==> config.mk <==
export PLATFORM = sky130hd
export DESIGN_NAME = ifetch_ctrl_flat
export DESIGN_NICKNAME = d
export VERILOG_FILES = /design/src/rtl/ifetch_ctrl_if.sv /design/src/rtl/ifetch_ctrl.sv /design/src/flat_wrapper.sv
export SDC_FILE = /design/constraint.sdc
export NUM_CORES = 1
export LEC_CHECK = 0
export CAP_MARGIN = 20
export CORE_MARGIN = 8
export CORE_UTILIZATION = 44
export CTS_BUF_LIST = sky130_fd_sc_hd__clkbuf_16
export DETAILED_ROUTE_END_ITERATION = 16
export GPL_TIMING_DRIVEN = 0
export PLACE_DENSITY = 0.85
export SLEW_MARGIN = 20
export SYNTH_ARGS = -nofsm -noshare
export SYNTH_HDL_FRONTEND = slang
export SYNTH_SLANG_ARGS = --single-unit
==> constraint.sdc <==
create_clock -name clk -period 2.4 [get_ports clk]
set_input_delay 0.24 -clock clk [delete_from_list [all_inputs] [get_ports clk]]
set_output_delay 0.24 -clock clk [all_outputs]
set_load 0.03 [all_outputs]
==> src/rtl/ifetch_ctrl_if.sv <==
// Instruction-fetch bundle: redirect input, instruction-memory handshake
// and the decode-side output register. The master modport is the fetch
// controller; the slave modport is its environment (memory, decode, branch unit).
interface ifetch_ctrl_if;
    logic        redirect;
    logic [31:0] redirect_pc;
    logic        imem_req;
    logic [31:0] imem_addr;
    logic        imem_ack;
    logic [31:0] imem_rdata;
    logic        if_valid;
    logic        if_ready;
    logic [31:0] if_pc;
    logic [31:0] if_instr;
    logic        busy;

    modport master (
        input  redirect, redirect_pc, imem_ack, imem_rdata, if_ready,
        output imem_req, imem_addr, if_valid, if_pc, if_instr, busy
    );

    modport slave (
        output redirect, redirect_pc, imem_ack, imem_rdata, if_ready,
        input  imem_req, imem_addr, if_valid, if_pc, if_instr, busy
    );
endinterface

==> src/rtl/ifetch_ctrl.sv <==
// Instruction fetch controller: IDLE -> REQ -> (HOLD) sequencer that issues
// word fetches at pc_q, captures each acked word into a one-entry output
// register for decode, and restarts at a word-aligned target on redirect.
// Optional feature: define IFETCH_PERF_CNT_EN to add the stall_cycles
// counter port (cycles waiting on memory or holding for decode).
module ifetch_ctrl #(
    parameter logic [31:0] RESET_PC = 32'h0000_0000
) (
    input  logic               clk,
    input  logic               reset,
    ifetch_ctrl_if.master      bus
`ifdef IFETCH_PERF_CNT_EN
    ,
    output logic [31:0]        stall_cycles
`endif
);

    typedef enum logic [1:0] {
        IDLE = 2'd0,
        REQ  = 2'd1,
        HOLD = 2'd2
    } state_t;

    state_t      state_q;
    logic [31:0] pc_q;
    logic        req_q;
    logic        valid_q;
    logic [31:0] if_pc_q;
    logic [31:0] instr_q;

    logic [31:0] pc_d;
    logic        drain_d;

    // Sequential-PC increment wraps naturally at 2^32.
    assign pc_d    = pc_q + 32'd4;
    assign drain_d = valid_q & bus.if_ready;

    // Fetch FSM with registered request and output register; redirect wins over everything.
    always_ff @(posedge clk or negedge reset) begin
        if (!reset) begin
            state_q <= IDLE;
            pc_q    <= RESET_PC;
            req_q   <= 1'b0;
            valid_q <= 1'b0;
            if_pc_q <= '0;
            instr_q <= 32'h0000_0013;
        end else if (bus.redirect) begin
            state_q <= REQ;
            req_q   <= 1'b1;
            pc_q    <= {bus.redirect_pc[31:2], 2'b00};
            valid_q <= 1'b0;
        end else begin
            case (state_q)
                IDLE: begin
                    state_q <= REQ;
                    req_q   <= 1'b1;
                end
                REQ: begin
                    if (bus.imem_ack) begin
                        if_pc_q <= pc_q;
                        instr_q <= bus.imem_rdata;
                        valid_q <= 1'b1;
                        pc_q    <= pc_d;
                        if (valid_q && !drain_d) begin
                            state_q <= HOLD;
                            req_q   <= 1'b0;
                        end
                    end else if (drain_d) begin
                        valid_q <= 1'b0;
                    end
                end
                HOLD: begin
                    if (drain_d) begin
                        valid_q <= 1'b0;
                        state_q <= REQ;
                        req_q   <= 1'b1;
                    end
                end
                default: begin
                    state_q <= IDLE;
                    req_q   <= 1'b0;
                end
            endcase
        end
    end

    assign bus.imem_req  = req_q;
    assign bus.imem_addr = pc_q;
    assign bus.busy      = req_q;
    assign bus.if_valid  = valid_q;
    assign bus.if_pc     = if_pc_q;
    assign bus.if_instr  = instr_q;

`ifdef IFETCH_PERF_CNT_EN
    logic [31:0] stall_q;

    // Count cycles spent waiting on memory or holding for decode.
    always_ff @(posedge clk or negedge reset) begin
        if (!reset) begin
            stall_q <= '0;
        end else if ((req_q && !bus.imem_ack) || (state_q == HOLD)) begin
            stall_q <= stall_q + 32'd1;
        end
    end

    assign stall_cycles = stall_q;
`endif

endmodule

==> src/flat_wrapper.sv <==
// flat-port wrapper written by rule: the top's interface ports become plain ports
module ifetch_ctrl_flat 
#(
    parameter logic [31:0] RESET_PC = 32'h0000_0000
)
  (clk, reset, bus_redirect, bus_redirect_pc, bus_imem_ack, bus_imem_rdata, bus_if_ready, bus_imem_req, bus_imem_addr, bus_if_valid, bus_if_pc, bus_if_instr, bus_busy);
  ifetch_ctrl_if bus_i ();
  input  logic clk;
  input  logic reset;
  input wire logic [$bits(bus_i.redirect)-1:0] bus_redirect;
  input wire logic [$bits(bus_i.redirect_pc)-1:0] bus_redirect_pc;
  input wire logic [$bits(bus_i.imem_ack)-1:0] bus_imem_ack;
  input wire logic [$bits(bus_i.imem_rdata)-1:0] bus_imem_rdata;
  input wire logic [$bits(bus_i.if_ready)-1:0] bus_if_ready;
  output wire logic [$bits(bus_i.imem_req)-1:0] bus_imem_req;
  output wire logic [$bits(bus_i.imem_addr)-1:0] bus_imem_addr;
  output wire logic [$bits(bus_i.if_valid)-1:0] bus_if_valid;
  output wire logic [$bits(bus_i.if_pc)-1:0] bus_if_pc;
  output wire logic [$bits(bus_i.if_instr)-1:0] bus_if_instr;
  output wire logic [$bits(bus_i.busy)-1:0] bus_busy;
  assign bus_i.redirect = bus_redirect;
  assign bus_i.redirect_pc = bus_redirect_pc;
  assign bus_i.imem_ack = bus_imem_ack;
  assign bus_i.imem_rdata = bus_imem_rdata;
  assign bus_i.if_ready = bus_if_ready;
  assign bus_imem_req = bus_i.imem_req;
  assign bus_imem_addr = bus_i.imem_addr;
  assign bus_if_valid = bus_i.if_valid;
  assign bus_if_pc = bus_i.if_pc;
  assign bus_if_instr = bus_i.if_instr;
  assign bus_busy = bus_i.busy;
  ifetch_ctrl #(.RESET_PC(RESET_PC)) u_core (.clk(clk), .reset(reset), .bus(bus_i));
endmodule
# ---- Word level (Yosys, flattened, before mapping)
# Index checks and enable logic that the tools add are counted.
dict set report totals {
  ff_bits 100
  inputBits 69
  output_inout_bits 99
  elab_cells 40
}
dict set report op_classes {
  addsub 1
  eq_ne 5
  mux 17
  n_bitwise 2
  n_reduce_logical 9
}
# operator count
set ops {}
lappend ops {{$mux 32} 3}
lappend ops {{$add 32x3->32 const B} 1}
lappend ops {{$mux 2} 4}
lappend ops {{$mux 1} 7}
lappend ops {{$ne 3x2->1 const B} 2}
lappend ops {{$pmux 2 s3} 1}
lappend ops {{$reduce_and 3->1} 2}
lappend ops {{$reduce_bool 2->1} 2}
lappend ops {{$ne 3x3->1 const B} 1}
lappend ops {{$pmux 1 s3} 1}
lappend ops {{$reduce_bool 3->1} 1}
lappend ops {{$eq 2x1->1 const B} 1}
lappend ops {{$eq 2x2->1 const B} 1}
lappend ops {{$logic_not 2->1} 1}
lappend ops {{$pmux 1 s2} 1}
lappend ops {{$reduce_and 2->1} 1}
lappend ops {{$and 1x1->1} 1}
lappend ops {{$logic_and 1x1->1} 1}
lappend ops {{$logic_not 1->1} 1}
lappend ops {{$not 1->1} 1}

# ---- Longest topological paths before layout
# Gate-level depths: netlist of run 1.
dict set report depth {
  ltp_word 7
  depth_mapped 6
  mapped_depth_nobuf 5
}

# ---- Least setup slack after synthesis of run 1
# No wires, ideal clock.
dict set report synth_timing {
  path_type {register to register}
  start {register u_core.pc_q[2] (netlist: u_core.bus.imem_addr[2])}
  end {register u_core.pc_q[30] (netlist: u_core.bus.imem_addr[30])}
  arrival_ps 2258
  t_required_ps 2318
  slack_ps 61
  stages_incl_launch_ff 7
  period_less_slack_ps 2339
  cell_sequence {dfrtp_1 ha_1 nand4b_4 or4_4 buf_6 or4b_1 a31oi_1}
}
dict set report synth_via {
  elab_chain_len 4
}
# element line_no
set synth_lines {}
lappend synth_lines {{start: declaration} ifetch_ctrl.sv:25} ;# logic [31:0] pc_q;
lappend synth_lines {{start signal: assignment} ifetch_ctrl.sv:50} ;# pc_q <= {bus.redirect_pc[31:2], 2'b00};
lappend synth_lines {{start signal: assignment} ifetch_ctrl.sv:63} ;# pc_q <= pc_d;
lappend synth_lines {{$add 32x3->32} ifetch_ctrl.sv:35} ;# assign pc_d = pc_q + 32'd4;
lappend synth_lines {{$mux 32} ifetch_ctrl.sv:59} ;# if (bus.imem_ack) begin
lappend synth_lines {{$mux 32} ifetch_ctrl.sv:53} ;# case (state_q)
lappend synth_lines {{$mux 32} ifetch_ctrl.sv:47} ;# end else if (bus.redirect) begin
# Every way passes these cells. The select of a mux whose other input is x is not followed.
# A chain may end at the register's enable or synchronous reset.

# ---- Final worst setup path of run 1
dict set report layout_timing {
  start {register u_core.state_q[0]}
  end {register u_core.instr_q[3] (netlist: u_core.bus.if_instr[3])}
}
dict set report layout_via {
  elab_chain_len 2
}
# element line_no
set layout_lines {}
lappend layout_lines {{start: declaration} ifetch_ctrl.sv:24} ;# state_t state_q;
lappend layout_lines {{start signal: assignment} ifetch_ctrl.sv:41} ;# state_q <= IDLE;
lappend layout_lines {{start signal: assignment} ifetch_ctrl.sv:48} ;# state_q <= REQ;
lappend layout_lines {{start signal: assignment} ifetch_ctrl.sv:55} ;# state_q <= REQ;
lappend layout_lines {{$eq 2x1->1} ifetch_ctrl.sv:53}
lappend layout_lines {{$reduce_and 3->1 (no line)} n/a}
lappend layout_lines {{end signal: assignment} ifetch_ctrl.sv:61} ;# instr_q <= bus.imem_rdata;
lappend layout_lines {{end: declaration} ifetch_ctrl.sv:29} ;# logic [31:0] instr_q;
# Every way passes these cells.

==> key figures, run 1 <==
Final layout
  • FF+latch area: between 2000 and 2500 µm²
  • Antenna cell count: 0
  • Multi-input gate area: around 1800 µm²
  • Layout cell share with drive strength beyond 1: 17.3%
  • # nets final: between 600 and 700
  • Final Core Density: about two thirds
  • Fill count: between 700 and 800
  • Area grow syn2layout: 50.8%
  • Final std cells w/o fill: ~680

Setup path
  • Reg2reg setup slack: between 0.01 and 0.015 ns
  • Worst-path fanout max: 10
  • CP arrival: about 2.6 ns
  • Crit path largest cell delay: 0.51 ns
  • Critical path required time: approximately 2.6 ns
  • CP Depth: 5
  • R2R Path End: u_core.bus.if_instr[3]$_DFFE_PN0P_
  • Crit path max-delay family: buffers and inverters
  • Kind of critical path: register to register
  • CP cell instances: buf_2 > nand3b_1 > nor2_2 > clkbuf_1 > mux2_2
  • Slowest-stage cell, CP: clkbuf_1
  • Crit path buffers/inverters: 2
  • R2R Path Start: u_core.state_q[0]$_DFFE_PN0P_
  • Setup crit start kind: register
  • FF-to-FF path depth: 5
  • Crit path capture type: register

Floorplan
  • Starting Density: ~45%
  • Width of the die: 115 µm
  • Die Ht: 115 µm
  • Die area: 13,100 µm²
  • Core Box Area: between 9000 and 10,000 µm²
  • Row count: 36
  • Num ports: between 150 and 200

Clocking
  • Clock sinks: between 90 and 100
  • Clk_lat worst skew: between 0.3 and 0.4 ns
  • Cts bufs inserted: 9
  • Root Driver: clkbuf_16
  • H-tree Lvls: 3
  • Clock tree buffer depth: 2
  • Clock Pin Slew Worst Setup and Hold Paths: ~0.06 ns
  • TritonCTS clock tree: done

Worst hold path
  • Worst hold path type: input pin to asynchronous set/reset pin

Synthesis
  • Asr flop ratio synth: between 90% and 100%
  • Register area share after synthesis: about 56%
  • Synth warn: 0
  • Library cells used by synthesis: 40
  • Mapped cell area: about 4300 µm²
  • Post-synth EDFFs: 0
  • Primary FF master, synth: dfrtp_1
  • #FFs+latches synth: 95
  • Synth Instances: 367
  • Largest cells by area after synthesis: dfrtp_1 (54%), mux2_2 (16%), nand2_1 (2.7%)
  • Yosys top cell by area: dfrtp_1
  • Syn Area/Cell: about 12 µm²
  • Top cell type's share of synthesized area: a little over half

Detailed routing
  • Final wirelength: approximately 13,000 µm
  • WL/cell: about 18 µm
  • Via count: approximately 3,700
  • Final ANT Viol Nets: 0
  • DR vias/cell: 5.37
  • DRT iter0 DRCs: ~180
  • Drt first pass iters: 4
  • DRC violations left: 0

Job
  • Max-cap viol count: 0

Placement
  • Global placer's final weighted congestion: roughly 0.80
  • Placed wire-length estimate: between 9000 and 10,000 µm
  • PortBufs: ~160
  • Placed Cells: roughly 670

Global route
  • Total grt overflow: 0
  • First-pass GRT wire length: about 20,000 µm
  • Tot GR Track Use: 19.1%
  • Largest net degree at the start of global routing: 67
  • Initial antenna violation count: 0
  • Vias in the first global route: about 3,800

Timing
  • Finish-stage setup viols: 0
  • Final Cycle Share: about 100%
  • Worst Skew: around 0.0087 ns
  • Minimum clock period: approximately 2.4 ns
  • Fmax: about 420 MHz
  • Hold violation total from the final report: 0
  • Hold slack: 0.361 ns
  • Worst Tran Pin Value: 0.648 ns
  • Slew headroom: between 50% and 60%
  • Final setup TNS: 0 ns
  • Unrepaired setup endpoints after global routing: true
  • Fin. max-slew vios: 0

Power and ir drop
  • Total power: between 5 and 6 mW
  • Lkg Pwr: 2.57 nW
  • PwrDens: ~830 nW/µm²
  • Worst vdd ir: around 400 µV

Status
  • Status: finished clean
## layout by cell type (no fill, tap or decap), types with 3 or more instances in the layout
| cell | n |
|---|---|
| a22oi_1 | 3 |
| a31oi_1 | 14 |
| and3_1 | 3 |
| buf_4 | 6 |
| bufinv_16 | 3 |
| clkbuf_1 | 13 |
| clkbuf_16 | 9 |
| clkdlybuf4s50_1 | 160 |
| conb_1 | 4 |
| dfrtp_1 | 90 |
| dfstp_2 | 3 |
| inv_1 | 10 |
| mux2_2 | 62 |
| nand2_1 | 31 |
| nand3_1 | 14 |
| nand4_1 | 7 |
| nor2_1 | 19 |
| nor2b_1 | 3 |
| nor3_1 | 5 |
| nor4_1 | 4 |
| o21ai_0 | 23 |
| o31ai_1 | 5 |
| or3_1 | 11 |
| or4_1 | 5 |
| xnor2_1 | 9 |
## power breakdown
group	internal, mW	switching, mW
clock	1.00	0.590
sequential	1.87	0.196
combinational	0.781	0.908
## cell families after synthesis
family                     after synthesis  synth area share [%]
AOI/OAI and AO/OA                       52                  7.45
xor gates and xnor gates                11                  2.25
adders and majority gates                1                 0.292
buffers and inverters                   29                  3.21
DFF                                     95                  55.6
muxes                                   64                  16.8
other                                    1                0.0876
and+or+nand+nor                        114                  14.3
## synth_stat cells (all sizes together) (2+ instances only)
cell and count:
dfrtp 92, mux2 62, nand2 31, o21ai 23, nor2 20, a31oi 14
clkbuf 14, nand3 14, or3 11, xnor2 9, buf 8, inv 7
nand4 7, or4 7, nor3 5, o31ai 5, nor4 4, a22oi 3
and3 3, dfstp 3, nor2b 3, and4 2, mux2i 2, nand4b 2
o211ai 2, o41ai 2, or4b 2, xor2 2
## worst max path at each step
| stage | start | end |
|---|---|---|
| 6_report | u_core.state_q[0]$_DFFE_PN0P_ | u_core.bus.if_instr[3]$_DFFE_PN0P_ |
| 5_1_grt | u_core.state_q[0]$_DFFE_PN0P_ | u_core.bus.if_instr[10]$_DFFE_PN0P_ |
| 4_1_cts | u_core.state_q[0]$_DFFE_PN0P_ | u_core.bus.if_instr[10]$_DFFE_PN0P_ |
| 3_5_place_dp | bus_imem_ack | u_core.bus.if_pc[14]$_DFFE_PN0P_ |
| 3_3_place_gp | reset | u_core.bus.if_instr[13]$_DFFE_PN0P_ |
| 2_1_floorplan | u_core.bus.imem_addr[2]$_DFFE_PN0P_ | u_core.bus.imem_addr[30]$_DFFE_PN0P_ |
## metal layers
layer  GRT usage, %  up-vias  wire [µm]  share of wire [%]
li1               -     1683          -                  -
met1           23.2     1819       5110                 41
met2           31.7      147       6280                 50
met3           5.12       19        964                7.7
met4           6.83        0        197                1.6
met5              0        -          0                  0
## state kept, by name, summed over array words and instances, names as in the netlist
signal / flops
u_core.state_q: 2
u_core.bus.imem_addr: 30
u_core.bus.if_valid: 1
u_core.bus.if_instr: 32
u_core.bus.if_pc: 30
## through the flow
stage          setup slack, ns  cell area [µm²]
2_1_floorplan           0.0605             4290
3_3_place_gp             -2.39             6070
3_5_place_dp            -0.477             6100
4_1_cts                0.00308             6440
5_1_grt                 -0.142             6460
6_report                0.0120             6460
## worst register-to-register path, stage by stage, from the launching register on
cell and delay [ns]:
dfrtp_1 0.39, buf_2 0.23, nand3b_1 0.27, nor2_2 0.47, clkbuf_1 0.51, mux2_2 0.40
## timing repair
item | 4_1_cts | 5_1_grt
resized for setup | 2 | 3
setup endpoints to repair | 60 | 54
setup buffers | 0 | 1
hold buffers | 1 | 0
gates cloned | 0 | 0
endpoints found under the hold margin | 29 | 0
## final cells by class
cell class	count	share of cell area (%)
Sequential cell	95	36.9
Multi-Input combinational cell	246	27.6
Timing Repair Buffer	164	25.7
Clock buffer	9	3.49
Tap cell	133	2.58
Buffer	22	1.74
Clock inverter	7	1.63
Inverter	7	0.407
Note: power is estimated with default switching activity, not from simulation.
==> run 2: changes to the inputs <==
--- a/config.mk
+++ b/config.mk
@@ -6,12 +6,12 @@
 export NUM_CORES = 1
 export LEC_CHECK = 0
 export CAP_MARGIN = 20
-export CORE_MARGIN = 8
-export CORE_UTILIZATION = 44
+export CORE_MARGIN = 2
+export CORE_UTILIZATION = 25
 export CTS_BUF_LIST = sky130_fd_sc_hd__clkbuf_16
 export DETAILED_ROUTE_END_ITERATION = 16
 export GPL_TIMING_DRIVEN = 0
-export PLACE_DENSITY = 0.85
+export PLACE_DENSITY = 0.55
 export SLEW_MARGIN = 20
 export SYNTH_ARGS = -nofsm -noshare
 export SYNTH_HDL_FRONTEND = slang
==> run 2 against run 1 <==
Routed wire length is 1.0% lower. Total power fell by 3.8%. Via count decreased by 2.9%. Utilization fell by 28 points. Sequential share of layout area is 0.47 points lower. Critical path depth rose by 1. Combinational power is essentially flat. Worst hold slack better by 0.0048 ns. Non-clock buffer count is 1 higher. Count of clock-buffer cells in the layout unchanged. Fmax rose by 4.7%. Critical path type unchanged. Largest cell class unchanged. Largest power group unchanged.
==> key figures, run 2 (synthesis results as in run 1) <==
Final layout
  • Fill count: 1,610 (was 747)
  • Number of flip-flops in the largest register: 32 (unchanged)
  • Multi-input gate area: 1790 µm² (was 1780 µm²)
  • # nets final: 616 (was 615)
  • Layout cell share with drive strength beyond 1: 18.3% (was 17.3%)
  • Antenna cell count: 0 (unchanged)
  • Most common cell after layout, fill and taps aside: clkdlybuf4s50_1 (unchanged)
  • FF+latch area: 2380 µm² (unchanged)
  • Final instance area: 6540 µm² (was 6460 µm²)
  • Most frequent cells in the layout: clkdlybuf4s50_1 (160), dfrtp_1 (90), mux2_2 (62) (unchanged)
  • Area grow syn2layout: 52.7% (was 50.8%)

Status
  • Status: finished clean (unchanged)

Floorplan
  • Die Ht: 135 µm (was 115 µm)
  • Num ports: 168 (unchanged)
  • Row count: 47 (was 36)
  • Starting Density: 25.7% (was 44.6%)
  • Width of the die: 135 µm (was 115 µm)
  • Core Box Area: 16,600 µm² (was 9590 µm²)
  • Die area: 18,200 µm² (was 13,100 µm²)

Setup path
  • Crit path buffers/inverters: 1 (was 2)
  • Crit path largest cell delay: 0.60 ns (was 0.51 ns)
  • Critical path required time: 2.66 ns (was 2.62 ns)
  • Crit path max-delay family: simple AND/OR/NAND/NOR gates (was buffers and inverters)
  • Kind of critical path: register to register (unchanged)
  • Worst-path fanout max: 10 (unchanged)
  • CP arrival: 2.55 ns (was 2.61 ns)
  • Reg2reg setup slack: 0.12 ns (was 0.01 ns)
  • Setup crit start kind: register (unchanged)
  • CP cell instances: ha_1 > nand4b_4 > or4_4 > buf_6 > or4b_1 > a31oi_1 (was buf_2 > nand3b_1 > nor2_2 > clkbuf_1 > mux2_2)
  • FF-to-FF path depth: 6 (was 5)
  • R2R Path Start: u_core.bus.imem_addr[3]$_DFFE_PN0P_ (was u_core.state_q[0]$_DFFE_PN0P_)
  • Slowest-stage cell, CP: or4_4 (was clkbuf_1)
  • R2R Path End: u_core.bus.imem_addr[30]$_DFFE_PN0P_ (was u_core.bus.if_instr[3]$_DFFE_PN0P_)
  • Crit path capture type: register (unchanged)

Placement
  • Cell area after placement: 6210 µm² (was 6100 µm²)
  • Global placer's final weighted congestion: 0.761 (was 0.803)
  • PortBufs: 161 (unchanged)
  • Placed wire-length estimate: 9300 µm (was 9400 µm)

Global route
  • Initial antenna violation count: 0 (unchanged)
  • Tot GR Track Use: 14.3% (was 19.1%)
  • Total grt overflow: 0 (unchanged)
  • First-pass GRT wire length: 20,000 µm (was 19,800 µm)
  • Largest net degree at the start of global routing: 56 (was 67)
  • Vias in the first global route: 3,607 (was 3,752)

Detailed routing
  • Final wirelength: 12,400 µm (was 12,600 µm)
  • Via count: 3,562 (was 3,668)
  • DRT iter0 DRCs: 172 (was 181)
  • Final ANT Viol Nets: 0 (unchanged)
  • WL/cell: 16.1 µm (was 18.4 µm)
  • DRC violations left: 0 (unchanged)
  • Drt first pass iters: 4 (unchanged)
  • DR vias/cell: 4.62 (was 5.37)

Clocking
  • TritonCTS clock tree: done (unchanged)
  • Root Driver: clkbuf_16 (unchanged)
  • Cts bufs inserted: 9 (unchanged)
  • Clk_lat worst skew: 0.35 ns (was 0.34 ns)
  • Clock Pin Slew Worst Setup and Hold Paths: 0.07 ns (was 0.06 ns)
  • Clock tree buffer depth: 2 (unchanged)
  • Clock sinks: 95 (unchanged)
  • H-tree Lvls: 3 (unchanged)

Timing
  • Final Cycle Share: 95.0% (was 99.5%)
  • Hold violation total from the final report: 0 (unchanged)
  • Fin. max-slew vios: 0 (unchanged)
  • Worst Skew: 0.00614 ns (was 0.00870 ns)
  • Minimum clock period: 2.28 ns (was 2.39 ns)
  • Slew headroom: 46.8% (was 56.4%)
  • Hold slack: 0.366 ns (was 0.361 ns)
  • Finish-stage setup viols: 0 (unchanged)
  • Fmax: 438 MHz (was 419 MHz)
  • Unrepaired setup endpoints after global routing: false (was true)
  • Worst Tran Pin Value: 0.791 ns (was 0.648 ns)

Job
  • Max-cap viol count: 0 (unchanged)

Power and ir drop
  • Worst vdd ir: 321 µV (was 407 µV)
  • PwrDens: 786 nW/µm² (was 828 nW/µm²)
  • Lkg Pwr: 2.57 nW (about the same)

Worst hold path
  • Worst hold path type: input pin to asynchronous set/reset pin (unchanged)
[run 2: report_power, final]
group          switching [mW]  internal [mW]  leakage (nW)  total, mW
logic                   0.892          0.784          1.32       1.68
clock network           0.606          0.791         0.147       1.40
registers               0.202           1.87          1.10       2.07
total                    1.70           3.45          2.57       5.14
[run 2: area by class of cell]
type                       count  area share (%)
multi-input combinational    246            27.3
tap                          220            4.21
buffer                        22            1.86
sequential                    95            36.4
clock buffer                   9            3.44
inverter                       7           0.402
timing repair buffer         165            25.5
clock inverter                 7           0.880
[run 2: how the worst max path moves through the flow]
| stage | startpoint | end | slack, ns | depth (start not counted) |
|---|---|---|---|---|
| 2_1_floorplan | u_core.bus.imem_addr[2]$_DFFE_PN0P_ | u_core.bus.imem_addr[30]$_DFFE_PN0P_ | 0.06 | 6 |
| 3_3_place_gp | reset | u_core.bus.if_instr[7]$_DFFE_PN0P_ | -2.58 | 1 |
| 3_5_place_dp | bus_imem_ack | u_core.bus.if_pc[14]$_DFFE_PN0P_ | -0.55 | 5 |
| 4_1_cts | u_core.state_q[0]$_DFFE_PN0P_ | u_core.bus.imem_addr[15]$_DFFE_PN0P_ | 0.02 | 6 |
| 5_1_grt | u_core.state_q[0]$_DFFE_PN0P_ | u_core.bus.imem_addr[27]$_DFFE_PN0P_ | 0.002 | 6 |
| 6_report | u_core.bus.imem_addr[3]$_DFFE_PN0P_ | u_core.bus.imem_addr[30]$_DFFE_PN0P_ | 0.12 | 6 |
[run 2: through the flow]
step                      worst slack, ns  cells  util, %  power [mW]  setup TNS, ns
after global routing              0.00153    771     39.3        5.41              0
after floorplan                    0.0605    370        -        2.97              0
final                               0.119    771     39.3        5.14              0
after detailed placement           -0.548    752     37.3        3.79         -31.45
after global placement              -2.58    751     37.1        3.76        -271.30
after CTS                          0.0221    769     39.1        5.23              0
[run 2: routing by layer]
metal	part of all wire (%)	up-vias	GRT usage (%)	wire length [µm]
met4	1.2	0	4.74	146
met1	43	1744	19.6	5400
met3	6.5	10	3.60	811
met2	49	117	22.1	6070
met5	0	-	0	0
li1	-	1691	-	-
[run 2: repair_timing]
action,CTS,global route
hold buffers,1,0
resized for setup,6,8
endpoints found under the hold margin,38,0
setup buffers,0,2
pin swaps,0,1
setup endpoints to repair,60,25
[run 2: worst reg2reg max path: stages (launching register included)]
cell and delay, ns:
dfrtp_2 0.43, ha_1 0.24, nand4b_4 0.14, or4_4 0.60, buf_6 0.17, or4b_1 0.46
a31oi_1 0.17
==> run 3: changes to the inputs <==
--- a/config.mk
+++ b/config.mk
@@ -16,3 +16,4 @@
 export SYNTH_ARGS = -nofsm -noshare
 export SYNTH_HDL_FRONTEND = slang
 export SYNTH_SLANG_ARGS = --single-unit
+export TNS_END_PERCENT = 100
==> results of run 3 <==
Final layout, timing and power as in run 2 (identical DEF).
